### src/rtl/bcd_serial_addsub.sv
// Digit-serial packed-BCD adder/subtractor: one shared digit adder, LSD first,
// valid/ready handshakes on operand and result sides, non-BCD digit flag.
module bcd_serial_addsub #(
    parameter int unsigned DIGITS = 4
) (
    input  logic                clk,
    input  logic                reset,
    input  logic                in_valid,
    output logic                in_ready,
    input  logic [4*DIGITS-1:0] a,
    input  logic [4*DIGITS-1:0] b,
    input  logic                sub,
    input  logic                cin,
    output logic                out_valid,
    input  logic                out_ready,
    output logic [4*DIGITS-1:0] sum,
    output logic                cout,
    output logic                err
);

    localparam int unsigned W  = 4 * DIGITS;
    localparam int unsigned CW = (DIGITS > 1) ? $clog2(DIGITS) : 1;
    localparam logic [CW-1:0] LAST = CW'(DIGITS - 1);

    localparam logic [1:0] IDLE = 2'd0;
    localparam logic [1:0] RUN  = 2'd1;
    localparam logic [1:0] DONE = 2'd2;

    logic [1:0]    state;
    logic [1:0]    state_next;
    logic [CW-1:0] cnt;
    logic [W-1:0]  a_r;
    logic [W-1:0]  b_r;
    logic          sub_r;
    logic          carry;

    logic [3:0]    a_dig;
    logic [3:0]    b_dig;
    logic [3:0]    b_eff;
    logic [4:0]    t;
    logic [3:0]    digit;
    logic          carry_next;
    logic          dig_bad;
    logic [W+3:0]  sum_ext;

    // State register
    always_ff @(posedge clk) begin
        if (reset) begin
            state <= IDLE;
        end else begin
            state <= state_next;
        end
    end

    // Next-state logic
    always_comb begin
        state_next = state;
        case (state)
            IDLE:    if (in_valid) state_next = RUN;
            RUN:     if (cnt == LAST) state_next = DONE;
            DONE:    if (out_ready) state_next = IDLE;
            default: state_next = IDLE;
        endcase
    end

    // Shared digit adder working on the lowest digit of the shifting operands
    always_comb begin
        a_dig      = a_r[3:0];
        b_dig      = b_r[3:0];
        b_eff      = sub_r ? 4'(4'd9 - b_dig) : b_dig;
        t          = 5'(a_dig) + 5'(b_eff) + 5'(carry);
        digit      = t[3:0];
        carry_next = 1'b0;
        if (t > 5'd9) begin
            digit      = 4'(t + 5'd6);
            carry_next = 1'b1;
        end
        dig_bad    = (a_dig > 4'd9) || (b_dig > 4'd9);
        sum_ext    = {digit, sum};
    end

    // Handshake flags registered from the upcoming state
    always_ff @(posedge clk) begin
        if (reset) begin
            in_ready  <= 1'b1;
            out_valid <= 1'b0;
        end else begin
            in_ready  <= (state_next == IDLE);
            out_valid <= (state_next == DONE);
        end
    end

    // Operand capture, digit-serial datapath and result registers
    always_ff @(posedge clk) begin
        if (reset) begin
            cnt   <= '0;
            a_r   <= '0;
            b_r   <= '0;
            sub_r <= 1'b0;
            carry <= 1'b0;
            sum   <= '0;
            cout  <= 1'b0;
            err   <= 1'b0;
        end else begin
            case (state)
                IDLE: begin
                    if (in_valid) begin
                        a_r   <= a;
                        b_r   <= b;
                        sub_r <= sub;
                        carry <= sub ? 1'b1 : cin;
                        cnt   <= '0;
                    end
                end
                RUN: begin
                    a_r   <= a_r >> 4;
                    b_r   <= b_r >> 4;
                    carry <= carry_next;
                    // result digits enter at the top and shift down into place
                    sum   <= sum_ext[W+3:4];
                    err   <= ((cnt == '0) ? 1'b0 : err) | dig_bad;
                    if (cnt == LAST) begin
                        cout <= carry_next;
                        cnt  <= '0;
                    end else begin
                        cnt  <= cnt + CW'(1);
                    end
                end
                default: ;
            endcase
        end
    end

endmodule

### config.mk
export PLATFORM = sky130hd
export DESIGN_NAME = bcd_serial_addsub
export DESIGN_NICKNAME = d
export VERILOG_FILES = /design/src/rtl/bcd_serial_addsub.sv
export SDC_FILE = /design/constraint.sdc
export NUM_CORES = 1
export LEC_CHECK = 0
export CAP_MARGIN = 20
export CORE_MARGIN = 5
export CORE_UTILIZATION = 53
export CTS_CLUSTER_DIAMETER = 40
export CTS_CLUSTER_SIZE = 14
export DETAILED_ROUTE_END_ITERATION = 10
export PLACE_DENSITY = 0.91
export SYNTH_ARGS = -nofsm -noshare
export SYNTH_HDL_FRONTEND = slang
export SYNTH_SLANG_ARGS = --single-unit
### constraint.sdc
create_clock -name clk -period 3.6 [get_ports clk]
set_input_delay 0.72 -clock clk [delete_from_list [all_inputs] [get_ports clk]]
set_output_delay 0.72 -clock clk [all_outputs]
set_load 0.1 [all_outputs]
# Yosys cells after proc, flatten, opt, wreduce, memory -nomap -nowiden
# Cells that the tools add are included.
[word_totals] regBits=58
[op_classes] n_addsub=5 order_cmp=3 eq_ne=5 mux=18 n_bitwise=1 n_reduce_logical=8
[op_table] op="$pmux W16 S2" count=2
[op_table] op="$mux W16" count=2
[op_table] op="$mux W2" count=5
[op_table] op="$gt A4 B4 Y1 const B" count=2
[op_table] op="$mux W4" count=2
[op_table] op="$eq A2 B2 Y1 const B" count=3
[op_table] op="$logic_not A2 Y1" count=3
[op_table] op="$pmux W2 S3" count=1
[op_table] op="$reduce_and A2 Y1" count=3
[op_table] op="$add A4 B4 Y5" count=1
[op_table] op="$add A5 B1 Y5" count=1
[op_table] op="$gt A5 B4 Y1 const B" count=1
[op_table] op="$add A4 B3 Y4 const B" count=1
[op_table] op="$mux W1" count=4
[op_table] op="$pmux W2 S2" count=1
[op_table] op="$sub A4 B4 Y4 const A" count=1
[op_table] op="$add A2 B1 Y2 const B" count=1
[op_table] op="$eq A2 B1 Y1 const B" count=1
[op_table] op="$ne A2 B2 Y1 const B" count=1
[op_table] op="$pmux W1 S2" count=1
[op_table] op="$reduce_bool A2 Y1" count=1
[op_table] op="$logic_or A1 B1 Y1" count=1
[op_table] op="$or A1 B1 Y1" count=1

# Logic depth before layout (Yosys ltp)
# Gate-level depths: netlist of the first run.
[logic_depth] word_depth=7 depth_mapped=11 mapped_depth_nobuf=11

# Least setup slack after synthesis of the first run
# OpenSTA, ideal clock, no wires.
[synth_timing] path_kind="register -> register" from="register b_r[1]" to="register sum[15]" setup_ns=0.079 arrival_time_ns=2.277 required_time_ns=3.521 slack_ns=1.244 path_stages_with_launch=11 synth_period_minus_slack_ns=2.356 cell_sequence="dfxtp_1 inv_1 ha_1 nand2_1 o21ai_0 ha_1 and3b_1 or3_4 and2_4 o31a_1 a211oi_2"
[synth_between] elab_chain_len=6 elab_cells_between_ends=7 classes_between="4 x add/sub; 1 x order compare; 2 x mux"
[synth_rtl] element="from (decl)" line="33" source="logic [W-1:0] b_r;"
[synth_rtl] element="from (signal assigned)" line="117" source="b_r <= b_r >> 4;"
[synth_rtl] element="$sub A4 B4 Y4" line="70" source="b_eff = sub_r ? 4'(4'd9 - b_dig) : b_dig;"
[synth_rtl] element="$mux W4 (*)" line="70"
[synth_rtl] element="$add A4 B4 Y5 (*)" line="71" source="t = 5'(a_dig) + 5'(b_eff) + 5'(carry);"
[synth_rtl] element="$add A5 B1 Y5 (*)" line="71"
[synth_rtl] element="$add A4 B3 Y4 / $gt A5 B4 Y1 (equally long branches)" line="75, 74"
[synth_rtl] element="$mux W4 (*)" line="74" source="if (t > 5'd9) begin"
[synth_rtl] element="to (signal assigned)" line="120" source="sum <= sum_ext[W+3:4];"
[synth_rtl] element="to (decl)" line="16" source="output logic [4*DIGITS-1:0] sum,"
# Mark *: on every way between the ends. The rest lies on a longest branch, timed or not.
# A chain may end at the register's enable or synchronous reset.

# Worst setup path in the final report of the first run
[layout_timing] from="register sum[13]" to="output sum[13]"
# No word-level cell between the ends.

==> results.py, run 1 <==
metrics = {
    "sta": {
        "hold_viol": 0,
        "setup_viol": 0,
        "tightest_slew_ns": 1.07,
        "rsz0062_at_grt": "false",
        "setup_tns_ns": 0,
        "period_share_pct": 72.3,
        "fmax_mhz": 384,
        "slew_viol_final": 0,
        "clock_skew_ns": 0.00309,
        "slew_headroom_pct": 28.8,
        "layout_min_cycle_time_ns": 2.60,
    },
    "placement": {
        "place_inst": 405,
        "dp_hpwl_mm": 4.02,
        "post_dp_cell_area_um2": 3110,
        "place.gp.congestion": 0.840,
        "port_buffers": 57,
    },
    "power": {
        "pwr-share-seq_pct": 40.9,
        "switchingPower_mw": 0.524,
        "comb_power_share_pct": 21.4,
        "switching_share_pct": 29.8,
        "clockPowerShare_pct": 37.7,
        "powerDensity_nw_per_um2": 527,
        "p_leak_nw": 1.29,
        "ir_drop_mv": 0.287,
        "internal_power_mw": 1.23,
    },
    "drt": {
        "routed-wl-met2_mm": 3.08,
        "wl_per_cell_um": 14.5,
        "top_layer": "met4",
        "drt_wl_total_mm": 6.13,
        "first_pass_iters": 5,
        "via_per_inst": 5.61,
        "drcViolationCount": 0,
        "ant_nets": 0,
        "drt-met1-wl_mm": 2.56,
        "via_count": 2361,
        "drtIter0Drc": 201,
        "wl_met3_um": 326,
    },
    "layout": {
        "area_delta_synth_final_pct": 31.1,
        "final_cell_area_um2": 3330,
        "layoutNonFillerInstCount": 421,
        "final_nets": 409,
        "layout-drive-gt1-share_pct": 7.63,
        "multi_input_area_um2": 1270,
        "layout_commonest_cell": "nand2_1",
        "ff_latch_area_um2": 1160,
        "diodes": 0,
        "mostFrequentLayoutCells": "nand2_1 (79), dfxtp_1 (58), clkdlybuf4s50_1 (56)",
        "fillers": 350,
    },
    "worst_setup_path": {
        "r2r_cells": 11,
        "cp-start-kind": "flip-flop",
        "end_kind": "primary output",
        "required_ns": 2.88,
        "r2r_slack_ns": 1.04,
        "crit_end": "sum[13]",
        "crit_start": "sum[13]$_SDFFE_PP0P_",
        "r2r-start": "b_r[1]$_SDFFE_PP0P_",
        "worst-path-stages": 1,
        "crit_buf_inv": 1,
        "crit_family": "buffers and inverters",
        "rr_endpoint": "cout$_SDFFE_PP0P_",
        "cp_cell_sequence": "clkdlybuf4s50_1",
        "path_class": "flip-flop to primary output",
        "cp_max_fo": 3,
        "cpMaxStageDelayCell": "clkdlybuf4s50_1",
        "max_stage_delay_ns": 1.16,
        "cp.arrival_ns": 1.88,
    },
    "floorplan": {
        "dieArea_um2": 6270,
        "initial_core_util_pct": 54.1,
        "coreArea_um2": 4690,
        "io_pins": 58,
        "rows": 25,
        "die_x_um": 79.2,
        "die_h_um": 79.2,
    },
    "yosys": {
        "syn_area_um2": 2540,
        "syn-num-nets": 362,
        "syn_inst": 315,
        "synth_seq_cells": 58,
        "ys_warn_count": 0,
        "synth.distinct_cells": 36,
        "yosysSeqAreaShare_pct": 45.7,
        "avgSynthCellArea_um2": 8.06,
    },
    "clocking": {
        "clock_path_buffers": 2,
        "postCtsSetupBuffers": 0,
        "clock-root-buffer": "clkbuf_8",
        "cts.repair.resized": 0,
        "cts_tree": "yes",
        "hold_buffers": 0,
        "numCtsBuffers": 9,
        "cts_htree_levels": 3,
        "path_clk_slew_ns": 0.06,
        "clk_latency_ns": 0.34,
        "cts.sinks": 58,
    },
    "global_route": {
        "first_global_vias": 2174,
        "grt_max_degree": 61,
        "overflow": 0,
        "grt_use_total_pct": 20.5,
        "grt_antenna_before_repair": 0,
        "grt_pass1_wl_mm": 10.0,
    },
    "flow_run": {
        "maxCapViolCount": 0,
    },
    "status": {
        "status": "completed",
    },
    "min_path": {
        "min_path_type": "flip-flop to flip-flop",
    },
}
flip-flops by register name, indices dropped and copies added (netlist names), 2 cells and up:
signal / count
a_r: 16
b_r: 16
sum: 16
cnt: 2
state: 2
logic make-up after synthesis:
kind of cell | count (synthesis) | synth area share (%)
compound gates | 70 | 19.7
xor+xnor | 3 | 1.04
fa+ha+maj | 9 | 5.03
buf+inv | 31 | 4.73
flops | 58 | 45.7
mux | 1 | 0.394
simple gates | 143 | 23.4
layer usage:
metal | global-route usage [%] | vias to the layer above
met2 | 33.1 | 55
met4 | 11.2 | 0
met5 | 0 | -
li1 | - | 1173
met3 | 6.46 | 14
met1 | 24.2 | 1119
synthesized netlist by cell type:
cell	number	area share (%)
a211oi_1	4	1.2
a211oi_2	1	0.49
a21o_2	1	0.35
a21oi_1	17	3.4
a22oi_1	10	3.0
a311oi_1	25	8.6
a31oi_1	1	0.25
and2_1	1	0.25
and2_4	1	0.35
and3_2	1	0.30
and3b_1	1	0.35
buf_1	2	0.30
buf_2	3	0.59
clkbuf_1	18	2.7
dfxtp_1	58	46
fa_1	2	1.6
ha_1	7	3.4
inv_1	8	1.2
mux2i_1	1	0.39
nand2_1	79	12
nand2b_1	1	0.25
nand3_1	4	0.79
nand3b_1	1	0.30
nor2_1	47	6.9
nor2b_1	1	0.25
nor3_1	1	0.20
nor3b_1	1	0.30
nor3b_2	1	0.49
o211ai_1	1	0.30
o21ai_0	8	1.6
o21bai_1	1	0.30
o31a_1	1	0.35
or2_2	1	0.25
or3_1	1	0.25
or3_4	1	0.44
xnor2_1	3	1.0
power by group through the flow:
stage / combinational [mW] / clock (mW) / sequential [mW]
2_1_floorplan: 0.186 / 0 / 0.808
3_3_place_gp: 0.362 / 0 / 0.729
3_5_place_dp: 0.372 / 0 / 0.731
4_1_cts: 0.375 / 0.670 / 0.718
5_1_grt: 0.409 / 0.702 / 0.723
6_report: 0.375 / 0.663 / 0.718
how the worst min path moves through the flow:
stage                               startpoint             endpoint  slack, ns  depth (start not counted)
final                      sum[3]$_SDFFE_PP0P_  sum[3]$_SDFFE_PP0P_       0.46                          2
after global routing      sum[10]$_SDFFE_PP0P_  sum[6]$_SDFFE_PP0P_       0.48                          2
after CTS                  sum[3]$_SDFFE_PP0P_  sum[3]$_SDFFE_PP0P_       0.46                          2
after detailed placement   sum[2]$_SDFFE_PP0P_  sum[2]$_SDFFE_PP0P_       0.45                          2
after global placement     sum[3]$_SDFFE_PP0P_  sum[3]$_SDFFE_PP0P_       0.44                          2
after floorplan             carry$_SDFFE_PP0P_   carry$_SDFFE_PP0P_       0.45                          2
layout make-up:
type / count / area share (%)
clock buffer: 10 / 4.13
clock inverter: 6 / 2.41
inverter: 8 / 0.902
multi-input combinational: 226 / 38.2
sequential: 58 / 34.9
tap: 54 / 2.03
timing repair buffer: 59 / 17.4
worst min-delay path: stages, from the launching register on:
cell and delay [ns]:
dfxtp_1 0.31, nand2_1 0.05, a21oi_1 0.05
per-stage QoR:
stage                     total power [mW]  setup WS, ns  util [%]  hold WS (ns)
after global placement                1.09          1.16      66.3         0.442
after floorplan                      0.994          1.24         -         0.446
after CTS                             1.76         0.998      71.0         0.463
after global routing                  1.83         0.740      71.0         0.482
after detailed placement              1.10          1.07      66.3         0.452
final                                 1.76         0.997      71.0         0.459
Power figures use the tool's default switching activity.
==> run 2: changes to the inputs <==
Settings changed: CORE_UTILIZATION 53 to 50, PLACE_DENSITY 0.91 to 0.87.
Clock period 3.6 ns to 2.5 ns, I/O delays scaled along.
==> results.py, run 2 (synthesis results as in run 1) <==
metrics = {
    "worst_setup_path": {
        "required_ns": 2.74,
        "path_class": "flip-flop to flip-flop",
        "cp.arrival_ns": 2.64,
        "end_kind": "flip-flop",
        "cp-start-kind": "flip-flop",
        "cp_max_fo": 4,
    },
    "sta": {
        "slew_headroom_pct": 58.2,
        "setup_viol": 0,
        "tightest_slew_ns": 0.627,
        "period_share_pct": 95.8,
        "clock_skew_ns": 0.00759,
        "whs_ns": 0.453,
        "slew_viol_final": 0,
        "hold_viol": 0,
        "fmax_mhz": 418,
        "layout_min_cycle_time_ns": 2.39,
        "layout_setup_ws_ns": 0.106,
    },
    "placement": {
        "place.gp.congestion": 0.779,
        "post_dp_cell_area_um2": 3140,
        "port_buffers": 57,
        "dp_hpwl_mm": 3.99,
        "place_inst": 425,
        "place_worst_setup_slack_ns": -0.0595,
    },
    "clocking": {
        "clock_path_buffers": 2,
        "clock-root-buffer": "clkbuf_8",
        "cts_htree_levels": 3,
        "numCtsBuffers": 9,
        "cts_tree": "yes",
        "path_clk_slew_ns": 0.06,
        "hold_buffers": 0,
        "cts.sinks": 58,
        "clk_latency_ns": 0.33,
    },
    "layout": {
        "final_nets": 416,
        "layoutNonFillerInstCount": 444,
        "top_regs": "a_r (16), b_r (16), sum (16)",
        "ff_latch_area_um2": 1170,
        "layout-drive-gt1-share_pct": 17.9,
        "layout_commonest_cell": "nand2_1",
        "area_delta_synth_final_pct": 35.1,
        "diodes": 0,
        "final_cell_area_um2": 3430,
        "fillers": 428,
        "multi_input_area_um2": 1340,
        "mostFrequentLayoutCells": "nand2_1 (79), dfxtp_1 (55), nor2_1 (45)",
    },
    "global_route": {
        "grt_max_degree": 50,
        "grt_use_total_pct": 18.6,
        "first_global_vias": 2210,
        "grt_pass1_wl_mm": 9.45,
        "overflow": 0,
        "grt_antenna_before_repair": 0,
    },
    "power": {
        "internal_power_mw": 1.75,
        "powerDensity_nw_per_um2": 729,
        "clockPowerShare_pct": 34.2,
        "switching_share_pct": 29.8,
        "p_leak_nw": 1.36,
        "pwr-share-seq_pct": 41.3,
        "comb_power_share_pct": 24.5,
        "power_mw": 2.50,
        "ir_drop_mv": 0.361,
        "switchingPower_mw": 0.746,
    },
    "floorplan": {
        "die_h_um": 81.3,
        "rows": 26,
        "io_pins": 58,
        "die_x_um": 81.3,
        "coreArea_um2": 5010,
        "initial_core_util_pct": 50.7,
        "dieArea_um2": 6600,
    },
    "drt": {
        "drt_wl_total_mm": 5.94,
        "wl_per_cell_um": 13.4,
        "drtIter0Drc": 149,
        "first_pass_iters": 5,
        "via_count": 2351,
        "ant_nets": 0,
        "drcViolationCount": 0,
        "via_per_inst": 5.30,
    },
    "flow_run": {
        "maxCapViolCount": 0,
    },
    "status": {
        "status": "completed",
    },
    "min_path": {
        "min_path_type": "flip-flop to flip-flop",
    },
}
[run 2: changes by cell type in the layout (fill, tap and decap cells not counted), moves of 3 or more]
cell / before / now
buf_4: 2 / 27
clkdlybuf4s50_1: 56 / 36
clkbuf_1: 0 / 3
clkinv_2: 4 / 1
dfxtp_1: 58 / 55
o21ai_0: 8 / 5
[run 2: worst paths after layout]
path	start	to	slack [ns]	depth (start not counted)
max	sub_r$_SDFFE_PP0P_	cout$_SDFFE_PP0P_	0.11	10
max reg2reg	sub_r$_SDFFE_PP0P_	cout$_SDFFE_PP0P_	0.11	10
min	sum[1]$_SDFFE_PP0P_	sum[1]$_SDFFE_PP0P_	0.45	2
min reg2reg	sum[1]$_SDFFE_PP0P_	sum[1]$_SDFFE_PP0P_	0.45	2
[run 2: critical path, cell delays in order (launching register included)]
cell and delay [ns]:
dfxtp_4 0.36, xnor2_2 0.16, fa_2 0.25, inv_2 0.05
fa_2 0.55, inv_2 0.06, ha_4 0.16, a22oi_2 0.21
and3_4 0.23, nor2_2 0.05, a311oi_2 0.24
[run 2: routing by layer]
layer,vias up,wire (µm),global-route usage [%]
met5,-,0,0
met4,0,136,9.63
met3,15,359,4.88
met2,66,2980,32.4
met1,1081,2460,20.6
li1,1189,-,-
[run 2: what timing repair did]
action / in CTS / in global routing
pin swaps: 0 / 13
setup buffers: 0 / 3
resized for setup: 3 / 18
setup endpoints to repair: 4 / 5
cloned: 0 / 0
[run 2: cell type report]
class	instances	area share (%)
Inverter	8	0.876
Clock buffer	14	4.74
Multi-Input combinational cell	226	39.0
Sequential cell	58	34.0
Tap cell	70	2.55
Clock inverter	2	1.02
Timing Repair Buffer	66	17.7
[run 2: power by group through the flow]
| stage | Sequential, mW | Clock [mW] | Combinational, mW |
|---|---|---|---|
| final | 1.03 | 0.855 | 0.613 |
| after floorplan | 1.16 | 0 | 0.268 |
| after detailed placement | 1.05 | 0 | 0.544 |
| after global placement | 1.05 | 0 | 0.530 |
| after global routing | 1.04 | 0.913 | 0.665 |
| after CTS | 1.03 | 0.869 | 0.558 |
[run 2: metrics by stage]
stage | setup TNS, ns | util (%)
floorplan | 0 | -
global placement | 0 | 62.6
global route | -0.00683 | 68.5
CTS | -0.0000235 | 66.8
finish | 0 | 68.5
detailed placement | -0.122 | 62.6
==> run 3: changes to the inputs <==
Settings changed: MAX_ROUTING_LAYER set to met4.
==> results.py, run 3 (synthesis results as in run 1) <==
metrics = {
    "placement": {
        "dp_hpwl_mm": 3.99,
        "place.gp.congestion": 0.790,
        "place_worst_setup_slack_ns": -0.0595,
        "post_dp_cell_area_um2": 3140,
        "place_inst": 425,
        "port_buffers": 57,
    },
    "drt": {
        "via_count": 2369,
        "drtIter0Drc": 127,
        "drt_wl_total_mm": 5.92,
        "drcViolationCount": 0,
        "first_pass_iters": 4,
        "ant_nets": 0,
        "via_per_inst": 5.34,
        "wl_per_cell_um": 13.3,
    },
    "layout": {
        "layout-drive-gt1-share_pct": 17.9,
        "ff_latch_area_um2": 1170,
        "mostFrequentLayoutCells": "nand2_1 (79), dfxtp_1 (55), nor2_1 (45)",
        "multi_input_area_um2": 1340,
        "layoutNonFillerInstCount": 444,
        "diodes": 0,
        "utilization_pct": 68.5,
        "top_regs": "a_r (16), b_r (16), sum (16)",
        "final_cell_area_um2": 3430,
        "layout_commonest_cell": "nand2_1",
        "area_delta_synth_final_pct": 35.1,
        "final_nets": 416,
        "fillers": 428,
    },
    "power": {
        "power_mw": 2.50,
        "ir_drop_mv": 0.365,
        "powerDensity_nw_per_um2": 729,
        "p_leak_nw": 1.36,
    },
    "clocking": {
        "clock-root-buffer": "clkbuf_8",
        "path_clk_slew_ns": 0.06,
        "clk_latency_ns": 0.33,
        "clock_path_buffers": 2,
        "cts_htree_levels": 3,
        "cts_tree": "yes",
        "numCtsBuffers": 9,
        "cts.sinks": 58,
    },
    "sta": {
        "fmax_mhz": 417,
        "slew_viol_final": 0,
        "period_share_pct": 95.8,
        "layout_min_cycle_time_ns": 2.40,
        "setup_viol": 0,
        "setup_tns_ns": 0,
        "whs_ns": 0.453,
        "clock_skew_ns": 0.00626,
        "layout_setup_ws_ns": 0.104,
        "hold_viol": 0,
        "slew_headroom_pct": 58.0,
        "tightest_slew_ns": 0.630,
    },
    "global_route": {
        "overflow": 0,
        "grt_use_total_pct": 19.1,
        "grt_max_degree": 50,
        "grt_antenna_before_repair": 0,
        "grt_pass1_wl_mm": 9.47,
        "first_global_vias": 2213,
    },
    "worst_setup_path": {
        "r2r_cells": 10,
        "end_kind": "flip-flop",
        "cp-start-kind": "flip-flop",
        "cp.arrival_ns": 2.64,
        "path_class": "flip-flop to flip-flop",
        "r2r-start": "sub_r$_SDFFE_PP0P_",
        "required_ns": 2.74,
        "crit_start": "sub_r$_SDFFE_PP0P_",
        "cp_max_fo": 4,
    },
    "floorplan": {
        "rows": 26,
        "initial_core_util_pct": 50.7,
        "die_x_um": 81.3,
        "die_h_um": 81.3,
        "dieArea_um2": 6600,
        "io_pins": 58,
        "coreArea_um2": 5010,
    },
    "flow_run": {
        "maxCapViolCount": 0,
    },
    "min_path": {
        "hold_depth": 2,
        "hold_start": "sum[1]$_SDFFE_PP0P_",
        "min_path_type": "flip-flop to flip-flop",
    },
    "status": {
        "status": "completed",
    },
}
==> run 3: cell counts in the layout (fill, tap and decap cells not counted) <==
No cell type changed its count.
==> run 3: cell type report <==
class                      count  area share, %
tap                           70           2.55
inverter                       8          0.876
sequential                    58           34.0
clock buffer                  14           4.74
clock inverter                 2           1.02
multi-input combinational    226           39.0
timing repair buffer          66           17.7
==> run 3: routing by layer <==
metal,vias up,GRT usage [%],wire [µm],share of wire [%]
li1,1190,-,-,-
met1,1096,20.9,2490,42
met2,69,32.5,2950,50
met3,14,4.43,341,5.8
met4,0,9.63,140,2.4
met5,-,-,0,0
==> run 3: what timing repair did <==
item / CTS / global route
endpoints found under the setup margin: 4 / 5
pin swaps: 0 / 13
gates resized for setup: 3 / 18
buffers inserted: 0 / 3
hold buffers: 0 / 0
==> run 3: power by group <==
part	switching, mW	internal, mW
Combinational	0.362	0.251
Clock	0.340	0.514
Sequential	0.0426	0.989
Total	0.745	1.75
==> run 3: worst paths after layout <==
path | slack [ns] | to
worst max-delay path | 0.10 | cout$_SDFFE_PP0P_
worst min-delay path | 0.45 | sum[1]$_SDFFE_PP0P_
worst max register to register | 0.10 | cout$_SDFFE_PP0P_
worst min register to register | 0.45 | sum[1]$_SDFFE_PP0P_
==> run 3: critical path, stage by stage, from the launching register on <==
cell      delay [ns]
dfxtp_4         0.36
xnor2_2         0.16
fa_2            0.25
inv_2           0.05
fa_2            0.55
inv_2           0.06
ha_4            0.16
a22oi_2         0.21
and3_4          0.23
nor2_2          0.05
a311oi_2        0.24
